<file path="config.mk">
export PLATFORM = sky130hd
export DESIGN_NAME = cplx_mac_frame
export DESIGN_NICKNAME = d
export VERILOG_FILES = /design/src/rtl/cplx_mac_frame.sv
export SDC_FILE = /design/constraint.sdc
export NUM_CORES = 2
export LEC_CHECK = 0
export BUFFER_PORTS_ARGS = -buffer_cell sky130_fd_sc_hd__buf_2
export CORE_MARGIN = 3
export CORE_UTILIZATION = 65
export DETAILED_ROUTE_END_ITERATION = 12
export GPL_TIMING_DRIVEN = 0
export HOLD_SLACK_MARGIN = 0.03
export PLACE_DENSITY = 0.82
export SYNTH_ARGS = -nofsm -noshare
export SYNTH_HDL_FRONTEND = slang
export SYNTH_SLANG_ARGS = --single-unit
</file>
<file path="constraint.sdc">
create_clock -name clk -period 10.3 [get_ports clk]
set_clock_uncertainty 0.15 [all_clocks]
set_input_delay 2.06 -clock clk [delete_from_list [all_inputs] [get_ports clk]]
set_output_delay 2.06 -clock clk [all_outputs]
set_load 0.01 [all_outputs]
</file>
<file path="src/rtl/cplx_mac_frame.sv">
// Framed complex multiply-accumulate engine: input, product, combine, accumulate and
// scale/saturate stages, delivering one saturated complex dot product per frame.
module cplx_mac_frame #(
    parameter int AW    = 18,
    parameter int BW    = 18,
    parameter int PW    = 58,
    parameter int OW    = 32,
    parameter int SHIFT = 0,
    parameter int CNTW  = 8
) (
    input  logic                   clk,
    input  logic                   rst_n,
    input  logic                   in_valid,
    input  logic                   conj,
    input  logic [CNTW-1:0]        acc_len,
    input  logic signed [AW-1:0]   ar,
    input  logic signed [AW-1:0]   ai,
    input  logic signed [BW-1:0]   br,
    input  logic signed [BW-1:0]   bi,
    output logic                   out_valid,
    output logic signed [OW-1:0]   pr,
    output logic signed [OW-1:0]   pi,
    output logic                   ovf
);

    localparam int MW = AW + BW;
    localparam int SW = MW + 1;
    localparam logic signed [PW-1:0] SMAX = {{(PW-OW+1){1'b0}}, {(OW-1){1'b1}}};
    localparam logic signed [PW-1:0] SMIN = {{(PW-OW+1){1'b1}}, {(OW-1){1'b0}}};

    // Frame position of the sample presented this cycle; r_cnt == 0 marks a frame start.
    logic [CNTW-1:0] r_cnt;
    logic [CNTW-1:0] r_len;
    logic [CNTW-1:0] w_len;
    logic            w_first;
    logic            w_last;

    always_comb begin
        w_first = (r_cnt == '0);
        w_len   = w_first ? acc_len : r_len;
        w_last  = (r_cnt == w_len);
    end

    // NOTE: every register here, data included, is cleared by the async reset and
    // assigned with non-blocking <= so each stage reads the previous stage's old value.
    always_ff @(posedge clk or negedge rst_n) begin
        if (!rst_n) begin
            r_cnt <= '0;
            r_len <= '0;
        end else if (in_valid) begin
            if (w_first) r_len <= acc_len;
            r_cnt <= w_last ? '0 : r_cnt + CNTW'(1);
        end
    end

    // Stage E: input register with frame flags attached.
    logic                 r_e_valid, r_e_first, r_e_last, r_e_conj;
    logic signed [AW-1:0] r_e_ar, r_e_ai;
    logic signed [BW-1:0] r_e_br, r_e_bi;

    always_ff @(posedge clk or negedge rst_n) begin
        if (!rst_n) begin
            r_e_valid <= 1'b0;
            r_e_first <= 1'b0;
            r_e_last  <= 1'b0;
            r_e_conj  <= 1'b0;
            r_e_ar    <= '0;
            r_e_ai    <= '0;
            r_e_br    <= '0;
            r_e_bi    <= '0;
        end else begin
            r_e_valid <= in_valid;
            r_e_first <= in_valid & w_first;
            r_e_last  <= in_valid & w_last;
            r_e_conj  <= conj;
            r_e_ar    <= ar;
            r_e_ai    <= ai;
            r_e_br    <= br;
            r_e_bi    <= bi;
        end
    end

    // Stage E+1: four full-precision products.
    logic                 r_m_valid, r_m_first, r_m_last, r_m_conj;
    logic signed [MW-1:0] r_m_rr, r_m_ii, r_m_ir, r_m_ri;

    always_ff @(posedge clk or negedge rst_n) begin
        if (!rst_n) begin
            r_m_valid <= 1'b0;
            r_m_first <= 1'b0;
            r_m_last  <= 1'b0;
            r_m_conj  <= 1'b0;
            r_m_rr    <= '0;
            r_m_ii    <= '0;
            r_m_ir    <= '0;
            r_m_ri    <= '0;
        end else begin
            r_m_valid <= r_e_valid;
            r_m_first <= r_e_first;
            r_m_last  <= r_e_last;
            r_m_conj  <= r_e_conj;
            r_m_rr    <= MW'(r_e_ar) * MW'(r_e_br);
            r_m_ii    <= MW'(r_e_ai) * MW'(r_e_bi);
            r_m_ir    <= MW'(r_e_ai) * MW'(r_e_br);
            r_m_ri    <= MW'(r_e_ar) * MW'(r_e_bi);
        end
    end

    // Stage E+2: combine into real/imag; conj flips the sign of the bi terms.
    logic                 r_c_valid, r_c_first, r_c_last;
    logic signed [SW-1:0] r_c_re, r_c_im;

    always_ff @(posedge clk or negedge rst_n) begin
        if (!rst_n) begin
            r_c_valid <= 1'b0;
            r_c_first <= 1'b0;
            r_c_last  <= 1'b0;
            r_c_re    <= '0;
            r_c_im    <= '0;
        end else begin
            r_c_valid <= r_m_valid;
            r_c_first <= r_m_first;
            r_c_last  <= r_m_last;
            r_c_re    <= r_m_conj ? SW'(r_m_rr) + SW'(r_m_ii) : SW'(r_m_rr) - SW'(r_m_ii);
            r_c_im    <= r_m_conj ? SW'(r_m_ir) - SW'(r_m_ri) : SW'(r_m_ir) + SW'(r_m_ri);
        end
    end

    // Stage E+3: wrapping accumulator; the first sample of a frame reloads it.
    logic                 r_a_valid, r_a_last;
    logic signed [PW-1:0] r_acc_re, r_acc_im;

    always_ff @(posedge clk or negedge rst_n) begin
        if (!rst_n) begin
            r_a_valid <= 1'b0;
            r_a_last  <= 1'b0;
            r_acc_re  <= '0;
            r_acc_im  <= '0;
        end else begin
            r_a_valid <= r_c_valid;
            r_a_last  <= r_c_last;
            if (r_c_valid) begin
                r_acc_re <= r_c_first ? PW'(r_c_re) : r_acc_re + PW'(r_c_re);
                r_acc_im <= r_c_first ? PW'(r_c_im) : r_acc_im + PW'(r_c_im);
            end
        end
    end

    // Returns {clipped, value} after the arithmetic shift.
    function automatic logic [OW:0] sat(input logic signed [PW-1:0] v);
        logic signed [PW-1:0] s;
        s = v >>> SHIFT;
        if (s > SMAX)      return {1'b1, SMAX[OW-1:0]};
        else if (s < SMIN) return {1'b1, SMIN[OW-1:0]};
        else               return {1'b0, s[OW-1:0]};
    endfunction

    logic [OW:0] w_sat_re, w_sat_im;

    always_comb begin
        w_sat_re = sat(r_acc_re);
        w_sat_im = sat(r_acc_im);
    end

    // Stage E+4: results hold between dumps.
    always_ff @(posedge clk or negedge rst_n) begin
        if (!rst_n) begin
            out_valid <= 1'b0;
            pr        <= '0;
            pi        <= '0;
            ovf       <= 1'b0;
        end else begin
            out_valid <= r_a_valid & r_a_last;
            if (r_a_valid && r_a_last) begin
                pr  <= w_sat_re[OW-1:0];
                pi  <= w_sat_im[OW-1:0];
                ovf <= w_sat_re[OW] | w_sat_im[OW];
            end
        end
    end

endmodule

</file>
==> qor.yml <==
outcome: "complete, but fails checks"
violations: "capacitance limit, slew limit"
core_area_um2: 115000
fillers: 8838
syn-instance-count: 8301
fmax_mhz: 100.4
chipHeight_um: 347.4
placementRows: 124
drt_iter0_markers: 6131
drive_gt1_frac: 0.03435
fin_crit_sh: 0.9673
synth_top_area_frac: 0.3488
arrival_ns: 10.30
crit_fanout: 10
synth_edf_count: 0
cts_buffer_depth: 3
setup_slack_ns: 0.3370
synth_area_leaders: "fa_1 (35%), dfrtp_1 (17%), ha_1 (9.3%), inv_1 (8.0%), and2_1 (5.6%)"
drc: 0
dp_slack_ns: 0.7252
drt-total-wl_um: 242900
tritoncts: "done"
ys_seq_elements: 501
ant_nets: 0
clk_latency_ns: 0.70
syn_area_um2: 75770
post-dp-hpwl_um: 194600
min_period_ns: 9.963
grt_antenna_before_repair: 28
worstPathRequired_ns: 10.63
vias: 60820
start_util: 0.6591
grt_pass1_wl_um: 368000
cts.clk_slew.worst_paths_ns: 0.06
area_growth_pct: 6.438
cts_setup_buffers: 0
seqCellArea_um2: 12540
cts_root_buf: "clkbuf_16"
dr.pass1.iters: 10
synth-async-reset-ratio: 1.000
final_nets: 10480
syn_nets: 10270
worst_pin_slew_ns: 1.565
grt_usage: 0.4088
slew_violations: 12
grt_overflow: 0
wl_per_cell_um: 24.06
cpPeakStageDelay_ns: 1.07
setup_violations: 0
drv_cap: 1
crit_top_cell: "inv_1"
die_x_um: 347.4
start_kind: "register"
synth_warnings: 0
grt_max_degree: 119
rsz0062_at_grt: "no"
crit_slowest_cell: "clkbuf_1"
min_path_type: "reg -> reg"
cts-resized-gates: 0
grt_pass1_vias: 62500
vias_per_cell: 6.023
cts_hold_buf: 0
synthFlopType: "dfrtp_1"
synth_area_leader_cell: "fa_1"
cts.sinks: 501
dieArea_um2: 120700
syn_avg_cell_area_um2: 9.128
finalHoldViolCount: 0
multi_input_area_um2: 55740
pin_count: 150
cts_max_level: 2
slew_headroom: -0.04334
portBuffers: 149
criticalPathCategory: "reg -> reg"
numCtsBuffers: 57
place_congestion: 1.073
yosysUniqueCellTypes: 81
yosysSeqAreaShare: 0.1655
end_kind: "register"
==> metal layers <==
metal / track usage / part of all wire / routed length (µm) / up-vias
met5: 0.01020 / 0.0013 / 316 / -
met4: 0.3131 / 0.099 / 24150 / 18
met3: 0.1209 / 0.12 / 28420 / 987
met2: 0.6172 / 0.44 / 105800 / 3479
met1: 0.4959 / 0.35 / 84220 / 30240
li1: - / - / - / 26100
==> per-stage QoR <==
stage / hold slack, ns / cells / instance area (µm²) / utilization / TNS, ns
4_1_cts: 0.1996 / 10070 / 80580 / 0.7009 / 0
3_5_place_dp: 0.1858 / 9967 / 78540 / 0.6832 / 0
6_report: 0.1961 / 10100 / 80650 / 0.7015 / 0
3_3_place_gp: 0.1837 / 9962 / 78410 / 0.6820 / -1539.22
2_1_floorplan: 0.1812 / 8301 / 75770 / - / 0
5_1_grt: 0.2055 / 10080 / 80600 / 0.7011 / 0
==> flip-flops by register name, summed over array words and instances (netlist names), 18 cells and up <==
register	count
r_e_bi	18
r_m_rr	36
r_m_ir	36
r_e_br	18
r_acc_im	58
r_m_ii	36
r_c_re	37
pi	32
r_acc_re	58
pr	32
r_e_ai	18
r_c_im	37
r_e_ar	18
r_m_ri	36
==> cell type report <==
type | count | area share
well taps | 1512 | 0.02346
clock inverters | 31 | 0.005849
repair buffers | 155 | 0.01089
plain buffers | 379 | 0.01766
clock buffers | 73 | 0.01942
flip-flops and latches | 501 | 0.1555
diodes | 25 | 0.0007757
inverters | 1619 | 0.07535
multi-input cells | 5802 | 0.6911
==> worst max-delay path: cells and delay by family (launching register included) <==
kind	cells	cell delay, ns
buf+inv	9	2.76
fa+ha+maj	7	3.26
compound gates	5	2.29
flops	1	0.32
simple gates	4	0.93
==> placed cells by master, fill, tap and decap left out, types with 64 or more instances in the layout <==
cell,count
nor2_1,444
xor2_1,104
fa_1,1320
o21ai_0,166
a21o_1,152
dfrtp_1,501
clkbuf_1,374
nor3_1,69
xnor2_1,285
inv_1,1616
a21oi_1,523
and2_1,674
nand2_1,801
nand3_1,64
buf_2,149
ha_1,562
==> synthesized netlist by cell type, drive strengths merged (18+ instances only) <==
cell	count
nand2b	57
a21o	153
mux2i	18
dfrtp	501
xor2	104
fa	1320
nand3	64
xnor2	285
o21bai	41
nor3	69
o21ai	175
a211oi	32
ha	562
o21a	41
nor2	444
a21oi	524
and3	43
nor4	36
o211ai	22
nand2	801
clkbuf	366
nor2b	41
nand4	51
inv	1617
and2	674
a31oi	36
==> final timing paths <==
kind                       startpoint         end  slack (ns)  cells past startpoint
min in group asynchronous       rst_n      pi[30]        1.24                      1
max in group asynchronous       rst_n  r_m_ii[26]        7.11                      3
setup reg to reg           r_e_ai[17]  r_m_ir[32]        0.34                     25
hold reg to reg              r_c_last    r_a_last        0.20                      0
hold / removal               r_c_last    r_a_last        0.20                      0
setup / recovery           r_e_ai[17]  r_m_ir[32]        0.34                     25
==> kinds of logic after synthesis <==
family                   after synthesis  share of synthesized area
buffers and inverters               1998                    0.09900
XOR/XNOR                             389                    0.04497
flip-flops                           501                     0.1655
multiplexers                          24                   0.003269
AND/OR/NAND/NOR                     2334                     0.1502
adder cells (fa/ha/maj)             1882                     0.4416
AO/OA/AOI/OAI                       1173                    0.09551
Power is not shown: default switching activity piles up to over one toggle a cycle in this logic, so the estimate is an artifact.
